==> config.mk <==
export PLATFORM = sky130hd
export DESIGN_NAME = complex_mult_pipe
export DESIGN_NICKNAME = d
export VERILOG_FILES = /design/src/rtl/complex_mult_pipe.sv
export SDC_FILE = /design/constraint.sdc
export NUM_CORES = 2
export LEC_CHECK = 0
export CORE_MARGIN = 2
export CORE_UTILIZATION = 50
export CTS_CLUSTER_SIZE = 24
export DETAILED_ROUTE_END_ITERATION = 10
export GPL_TIMING_DRIVEN = 0
export PLACE_DENSITY = 0.8
export SYNTH_ARGS = -nofsm -noshare
export SYNTH_HDL_FRONTEND = slang
export SYNTH_HIERARCHICAL = 1
export SYNTH_SLANG_ARGS = --single-unit
==> constraint.sdc <==
create_clock -name CLK -period 5.4 [get_ports CLK]
set_input_delay 0.54 -clock CLK [delete_from_list [all_inputs] [get_ports CLK]]
set_output_delay 0.54 -clock CLK [all_outputs]
set_load 0.02 [all_outputs]
==> src/rtl/complex_mult_pipe.sv <==
// complex_mult_pipe: 3-stage pipelined complex multiplier with valid/ready
// handshake, per-sample conjugation, optional round-half-up and a global
// backpressure stall.
//   OUT = IN0 * IN1          (CONJ = 0)
//   OUT = IN0 * conj(IN1)    (CONJ = 1)
// Optional feature macro: CMUL_SAT_EN
//   defined   -> output saturates, OVF is a sticky saturation flag
//   undefined -> output wraps to OUT_W bits, OVF tied low

// Per-component round / scale / reduce. Instantiated once for the real part
// and once for the imaginary part.
module cmul_scale #(
  parameter int P     = 29,
  parameter int OUT_W = 16,
  parameter int SH    = 10,
  parameter int ROUND = 1
) (
  input  logic signed [P-1:0]     sum,
  output logic signed [OUT_W-1:0] res
`ifdef CMUL_SAT_EN
  , output logic                  sat
`endif
);
  // Half an output LSB, only when rounding is on and bits are discarded.
  localparam int RSH = (SH > 0) ? SH - 1 : 0;
  localparam logic signed [P-1:0] RND = (ROUND != 0 && SH > 0) ? (P'(1) << RSH) : '0;

  logic signed [P-1:0] biased;
  assign biased = sum + RND;

`ifdef CMUL_SAT_EN
  localparam logic signed [P-1:0] MAXV = {{(P-OUT_W+1){1'b0}}, {(OUT_W-1){1'b1}}};
  localparam logic signed [P-1:0] MINV = {{(P-OUT_W+1){1'b1}}, {(OUT_W-1){1'b0}}};

  logic signed [P-1:0] shifted;
  assign shifted = biased >>> SH;

  // Clamp the scaled sum into the signed OUT_W range and flag the clamp.
  always_comb begin
    sat = 1'b0;
    res = shifted[OUT_W-1:0];
    if (shifted > MAXV) begin
      sat = 1'b1;
      res = MAXV[OUT_W-1:0];
    end else if (shifted < MINV) begin
      sat = 1'b1;
      res = MINV[OUT_W-1:0];
    end
  end
`else
  // Wrap: keep the low OUT_W bits of the scaled sum.
  assign res = OUT_W'(biased >>> SH);
`endif
endmodule

module complex_mult_pipe #(
  parameter int IN0_W    = 16,
  parameter int IN0_FRAC = 8,
  parameter int IN1_W    = 12,
  parameter int IN1_FRAC = 10,
  parameter int OUT_W    = 16,
  parameter int OUT_FRAC = 8,
  parameter int ROUND    = 1
) (
  input  logic             CLK,
  input  logic             RST_N,
  input  logic             IN_VALID,
  output logic             IN_READY,
  input  logic             CONJ,
  input  logic [IN0_W-1:0] IN0_Real,
  input  logic [IN0_W-1:0] IN0_Img,
  input  logic [IN1_W-1:0] IN1_Real,
  input  logic [IN1_W-1:0] IN1_Img,
  output logic             OUT_VALID,
  input  logic             OUT_READY,
  output logic [OUT_W-1:0] OUT_Real,
  output logic [OUT_W-1:0] OUT_Img,
  output logic             OVF
);
  localparam int STAGES = 3;
  localparam int PW     = IN0_W + IN1_W;          // full-precision product
  localparam int P      = PW + 1;                 // sum of two products
  localparam int SH     = IN0_FRAC + IN1_FRAC - OUT_FRAC;

  if (OUT_FRAC > IN0_FRAC + IN1_FRAC) begin : g_frac_chk
    $error("complex_mult_pipe: OUT_FRAC must not exceed IN0_FRAC + IN1_FRAC");
  end

  typedef struct packed {
    logic             conj;
    logic [IN0_W-1:0] ar;
    logic [IN0_W-1:0] ai;
    logic [IN1_W-1:0] br;
    logic [IN1_W-1:0] bi;
  } s1_t;

  typedef struct packed {
    logic          conj;
    logic [PW-1:0] rr;   // ar*br
    logic [PW-1:0] ii;   // ai*bi
    logic [PW-1:0] ri;   // ar*bi
    logic [PW-1:0] ir;   // ai*br
  } s2_t;

  // vld_pipe[0] is the accept strobe, [1..3] are the stage valids.
  logic [STAGES:1] vld_q;
  logic [STAGES:0] vld_pipe;
  logic            stall;
  s1_t             s1;
  s2_t             s2;
  logic [1:0][OUT_W-1:0] out_q;

  assign stall     = vld_pipe[STAGES] & ~OUT_READY;
  assign IN_READY  = ~stall;
  assign vld_pipe  = {vld_q, IN_VALID & ~stall};
  assign OUT_VALID = vld_pipe[STAGES];
  assign OUT_Real  = out_q[0];
  assign OUT_Img   = out_q[1];

  // Valid shift register; the whole pipe freezes on stall.
  always_ff @(posedge CLK or negedge RST_N) begin
    if (!RST_N)      vld_q <= '0;
    else if (!stall) vld_q <= vld_pipe[STAGES-1:0];
  end

  // S1: capture operands and the conjugate flag that rides with them.
  always_ff @(posedge CLK or negedge RST_N) begin
    if (!RST_N)      s1 <= '0;
    else if (!stall) s1 <= '{conj: CONJ, ar: IN0_Real, ai: IN0_Img,
                             br: IN1_Real, bi: IN1_Img};
  end

  // Sign-extend operands to product width so the multiply is exactly PW bits.
  logic signed [PW-1:0] ar_x, ai_x, br_x, bi_x;
  assign ar_x = {{IN1_W{s1.ar[IN0_W-1]}}, s1.ar};
  assign ai_x = {{IN1_W{s1.ai[IN0_W-1]}}, s1.ai};
  assign br_x = {{IN0_W{s1.br[IN1_W-1]}}, s1.br};
  assign bi_x = {{IN0_W{s1.bi[IN1_W-1]}}, s1.bi};

  // S2: four full-precision partial products.
  always_ff @(posedge CLK or negedge RST_N) begin
    if (!RST_N)      s2 <= '0;
    else if (!stall) s2 <= '{conj: s1.conj, rr: ar_x * br_x, ii: ai_x * bi_x,
                             ri: ar_x * bi_x, ir: ai_x * br_x};
  end

  logic signed [P-1:0] rr, ii, ri, ir;
  assign rr = {s2.rr[PW-1], s2.rr};
  assign ii = {s2.ii[PW-1], s2.ii};
  assign ri = {s2.ri[PW-1], s2.ri};
  assign ir = {s2.ir[PW-1], s2.ir};

  // Conjugation only flips which partial product is subtracted; IN1 itself
  // is never negated, so the most-negative twiddle cannot overflow.
  logic [1:0][P-1:0] sum;
  always_comb begin
    sum = '0;
    if (s2.conj) begin
      sum[0] = rr + ii;
      sum[1] = ir - ri;
    end else begin
      sum[0] = rr - ii;
      sum[1] = ri + ir;
    end
  end

  logic [1:0][OUT_W-1:0] res;
`ifdef CMUL_SAT_EN
  logic [1:0] sat;
`endif

  for (genvar g = 0; g < 2; g++) begin : g_scale
    cmul_scale #(.P(P), .OUT_W(OUT_W), .SH(SH), .ROUND(ROUND)) u_scale (
      .sum (sum[g]),
      .res (res[g])
`ifdef CMUL_SAT_EN
      , .sat (sat[g])
`endif
    );
  end

  // S3: register the scaled result as the output.
  always_ff @(posedge CLK or negedge RST_N) begin
    if (!RST_N)      out_q <= '0;
    else if (!stall) out_q <= res;
  end

`ifdef CMUL_SAT_EN
  logic ovf_q;
  assign OVF = ovf_q;

  // Sticky: any clamp on a valid sample entering the output register.
  always_ff @(posedge CLK or negedge RST_N) begin
    if (!RST_N)                                 ovf_q <= 1'b0;
    else if (vld_pipe[2] && !stall && (|sat))   ovf_q <= 1'b1;
  end
`else
  assign OVF = 1'b0;
`endif
endmodule

* After elaboration in Yosys (flattened, before gate mapping)
Cells that the tools add are included.
** Storage, ports and cells
- Bits in registers :: 201
** Cells by class
- $add $sub $neg :: 6
- Multipliers :: 4
- Bitwise logic cells :: 4
- Mux-type cells :: 1
** Operators with widths (number)
- 16-bit by 12-bit multiplier with 28-bit output :: 2
- 55-bit two-way mux :: 1
- 26-bit by 11-bit adder with 26-bit output (second input constant) :: 2
- 16-bit by 12-bit multiplier with 26-bit output :: 2
- 28-bit by 28-bit adder with 29-bit output :: 1
- 28-bit by 28-bit subtractor with 29-bit output :: 1
- 26-bit adder :: 1
- 26-bit subtractor :: 1
- 1-bit bitwise AND :: 2
- 1-bit NOT :: 2

* Logic depth before layout (Yosys ltp)
- Depth in word-level cells :: 4
- Depth in mapped cells :: 23

* Cells and area by module
The synthesis kept the hierarchy.
** By module, submodules not included
- complex_mult_pipe :: cells an instance 4470, times used 1, sequential area each 5129.9 um^2, area an instance 38683.4 um^2
- cmul_scale :: cells an instance 44, times used 2, sequential area each 0.0 um^2, area an instance 377.9 um^2

* Worst setup path before layout
OpenSTA, ideal clock, no wires.
- Kind :: register -> register
- Start point :: register s1, in the netlist bi_x[11]
- End point :: register ri[27] (netlist name)
- Slack :: -0.150 ns
- Setup time :: 0.137 ns
- Buffers on the path :: 1
- Arrival :: 5.413 ns
- Stages on the path, launching flop included :: 20
- Cell sequence :: dfrtp_1 > clkinv_1 > clkbuf_1 > nor2_1 > fa_1 > fa_1 > fa_1 > fa_1 > inv_1 > fa_1 > inv_1 > ha_1 > or4_4 > o221ai_2 > a31oi_1 > a211o_1 > a2111oi_4 > o31ai_1 > xnor2_1 > a21oi_1
** RTL lines
- start: declaration :: RTL line 109 : s1_t s1;
- start signal: assignment :: RTL line 129 : else if (!stall) s1 <= '{conj: CONJ, ar: IN0_Real, ai: IN0_Img,

* Worst setup path after layout
- Start point :: register s1, in the netlist br_x[9]
- End point :: register s2, in the netlist ir[24]
** On the way
- Cells in the longest elaborated chain, start to end :: 1
** RTL lines
- 16-bit by 12-bit multiplier with 26-bit output :: RTL line 144 : ri: ar_x * bi_x, ir: ai_x * br_x};
- end signal: assignment :: RTL line 143 : else if (!stall) s2 <= '{conj: s1.conj, rr: ar_x * br_x, ii: ai_x * bi_x,
- end: declaration :: RTL line 110 : s2_t s2;
Every way passes these cells.
A chain may end at the register's enable or synchronous reset.

==> results.sh <==
export IMPL_status="finished, violations left"
export IMPL_violations="negative setup slack"
export IMPL_routed_wl_um=132000
export IMPL_syn2layout_area_growth_pct=19.4
export IMPL_drv_slew=0
export IMPL_cp_arrival_ns=6.40
export IMPL_ys_warn_count=6
export IMPL_fin_ws_ns=-0.606
export IMPL_end_kind="flip-flop"
export IMPL_critPathMaxFanout=10
export IMPL_place_detailed_hpwl_um=96900
export IMPL_critPathLaunchType="flip-flop"
export IMPL_clock_sinks=197
export IMPL_layout_drive_gt1_share=0.148
export IMPL_setup_viol=32
export IMPL_wl_per_cell_um=23.6
export IMPL_grt_pass1_vias=33100
export IMPL_cp_slowest_stage_delay_ns=0.52
export IMPL_gp_congestion=1.05
export IMPL_via_per_inst=5.85
export IMPL_timing_slew_headroom=0.202
export IMPL_fill_cells=5815
export IMPL_synth_area_sq_mm=0.0374
export IMPL_cts_tree="yes"
export IMPL_syn_num_nets=5350
export IMPL_ant_nets=0
export IMPL_cts_htree_levels=4
export IMPL_slowest_stage="fa_1"
export IMPL_multi_input_area_sq_mm=0.0303
export IMPL_tightestPinTransition_ns=1.20
export IMPL_path_clk_slew_ns=0.08
export IMPL_cts_buffers=17
export IMPL_nNetsFinal=5632
export IMPL_drt_pass1_iterations=6
export IMPL_drc_errors=0
export IMPL_start_util=0.504
export IMPL_crit_type="flip-flop to flip-flop"
export IMPL_die_area_sq_mm=0.0770
export IMPL_grt_overflow_total=0
export IMPL_grt_pass1_wl_um=192000
export IMPL_cts_hold_buf=0
export IMPL_hp_class="input port to async pin"
export IMPL_fp_dieW_um=278
export IMPL_syn_instance_count=4307
export IMPL_cp_required_ns=5.79
export IMPL_max_cap_violations=0
export IMPL_io_buffers=94
export IMPL_clock_path_buffers=2
export IMPL_antenna_found_initial=9
export IMPL_max_freq_mhz=167
export IMPL_crit_top_cell="fa_1"
export IMPL_syn_avg_cell_area_sq_um=8.68
export IMPL_finalHoldViolCount=0
export IMPL_post_place_ws_ns=-1.72
export IMPL_drt_iter0_drc=3818
export IMPL_rsz0062_at_grt="true"
export IMPL_clk_latency_ns=0.53
export IMPL_vias=32600
export IMPL_grt_max_degree=113
export IMPL_period_minus_slack_ns=6.01
export IMPL_cts_root_buf="clkbuf_16"
export IMPL_die_height_um=278
export IMPL_num_rows=100
export IMPL_fin_worst_skew_ns=0.0239
export IMPL_ff_latch_area_sq_mm=0.00499
export IMPL_min_period_over_period=1.11
export IMPL_grt_use_total=0.334
export IMPL_core_area_sq_mm=0.0742
export IMPL_io_pins=96
export IMPL_worstPathCellList="clkbuf_2 -> nand2_1 -> fa_1 -> fa_1 -> inv_1 -> fa_1 -> fa_1 -> inv_1 -> fa_1 -> inv_2 -> ha_4 -> a21o_1 -> a221o_1 -> a221oi_4 -> nand3_2 -> nand2_2 -> o211ai_1 -> a21oi_2 -> xor2_4 -> o21ai_1"
## metal layers
metal,track usage,vias to the layer above,wire [um]
met2,0.491,2338,55500
met5,0,-,56
li1,-,13500,-
met3,0.140,763,18800
met4,0.236,8,12500
met1,0.395,16000,44900
## registers in the layout (all words and copies together), names as in the netlist
name,count
ir,26
ar_x,16
vld_q,3
s2,1
OUT_Real,16
bi_x,12
ai_x,16
br_x,12
s1,1
ri,26
rr,26
ii,26
OUT_Img,16
## final cells by class
class | count | area share
multi-input cells | 3071 | 0.679
flip-flops and latches | 197 | 0.112
inverters | 847 | 0.0713
repair buffers | 265 | 0.0553
plain buffers | 190 | 0.0416
well taps | 969 | 0.0271
clock buffers | 18 | 0.00961
clock inverters | 14 | 0.00423
diodes | 7 | 0.000392
## metrics by stage
step | std cells | instance area, sq um | util | TNS [ns] | hold slack, ns
finish | 5578 | 44700 | 0.602 | -7.71 | 0.0332
global route | 5573 | 44700 | 0.602 | -10.62 | 0.0808
CTS | 5499 | 43100 | 0.581 | -3.42 | 0.0563
detailed placement | 5371 | 39600 | 0.534 | -47.04 | 0.454
global placement | 5370 | 39600 | 0.534 | -1010.70 | 0.446
floorplan | 4307 | 37400 | - | 0 | 0.244
## placed cells by master (no fill, tap or decap), drive strengths merged, types with 12 or more instances in the layout
master,n
a211oi,14
a21o,58
a21oi,147
a31oi,13
and2,239
and3,19
buf,212
clkbuf,168
clkdlybuf4s50,93
dfrtp,197
fa,698
ha,284
inv,849
nand2,863
nand2b,25
nand3,45
nand4,14
nor2,197
nor2b,17
nor3,33
nor4,12
o21a,15
o21ai,86
o21bai,15
or3,12
xnor2,83
xor2,87
## critical path, delay by kind of cell (launching register included)
| kind | cells | cell delay (ns) |
|---|---|---|
| XOR/XNOR | 1 | 0.35 |
| flip-flops | 1 | 0.49 |
| buffers and inverters | 4 | 0.54 |
| AO/OA/AOI/OAI | 6 | 1.41 |
| adder cells (fa/ha/maj) | 6 | 2.69 |
| AND/OR/NAND/NOR | 3 | 0.38 |
## timing repair
action                     CTS  global route
cloned                       2             0
resized for setup          555           236
setup endpoints to repair   63            48
setup buffers               96            76
pin swaps                  101           184
## path summary, 6_finish.rpt
check	from	to	slack, ns	cells after the start
setup / recovery	br_x[9]	ir[24]	-0.61	20
hold / removal	RST_N	OUT_Real[11]	0.03	1
setup reg to reg	br_x[9]	ir[24]	-0.61	20
hold reg to reg	vld_q[2]	vld_q[3]	0.46	1
max in group asynchronous	RST_N	ar_x[2]	4.18	2
min in group CLK	vld_q[2]	vld_q[3]	0.46	1
Power is not shown: default switching activity piles up to over one toggle a cycle in this logic, so the estimate is an artifact.
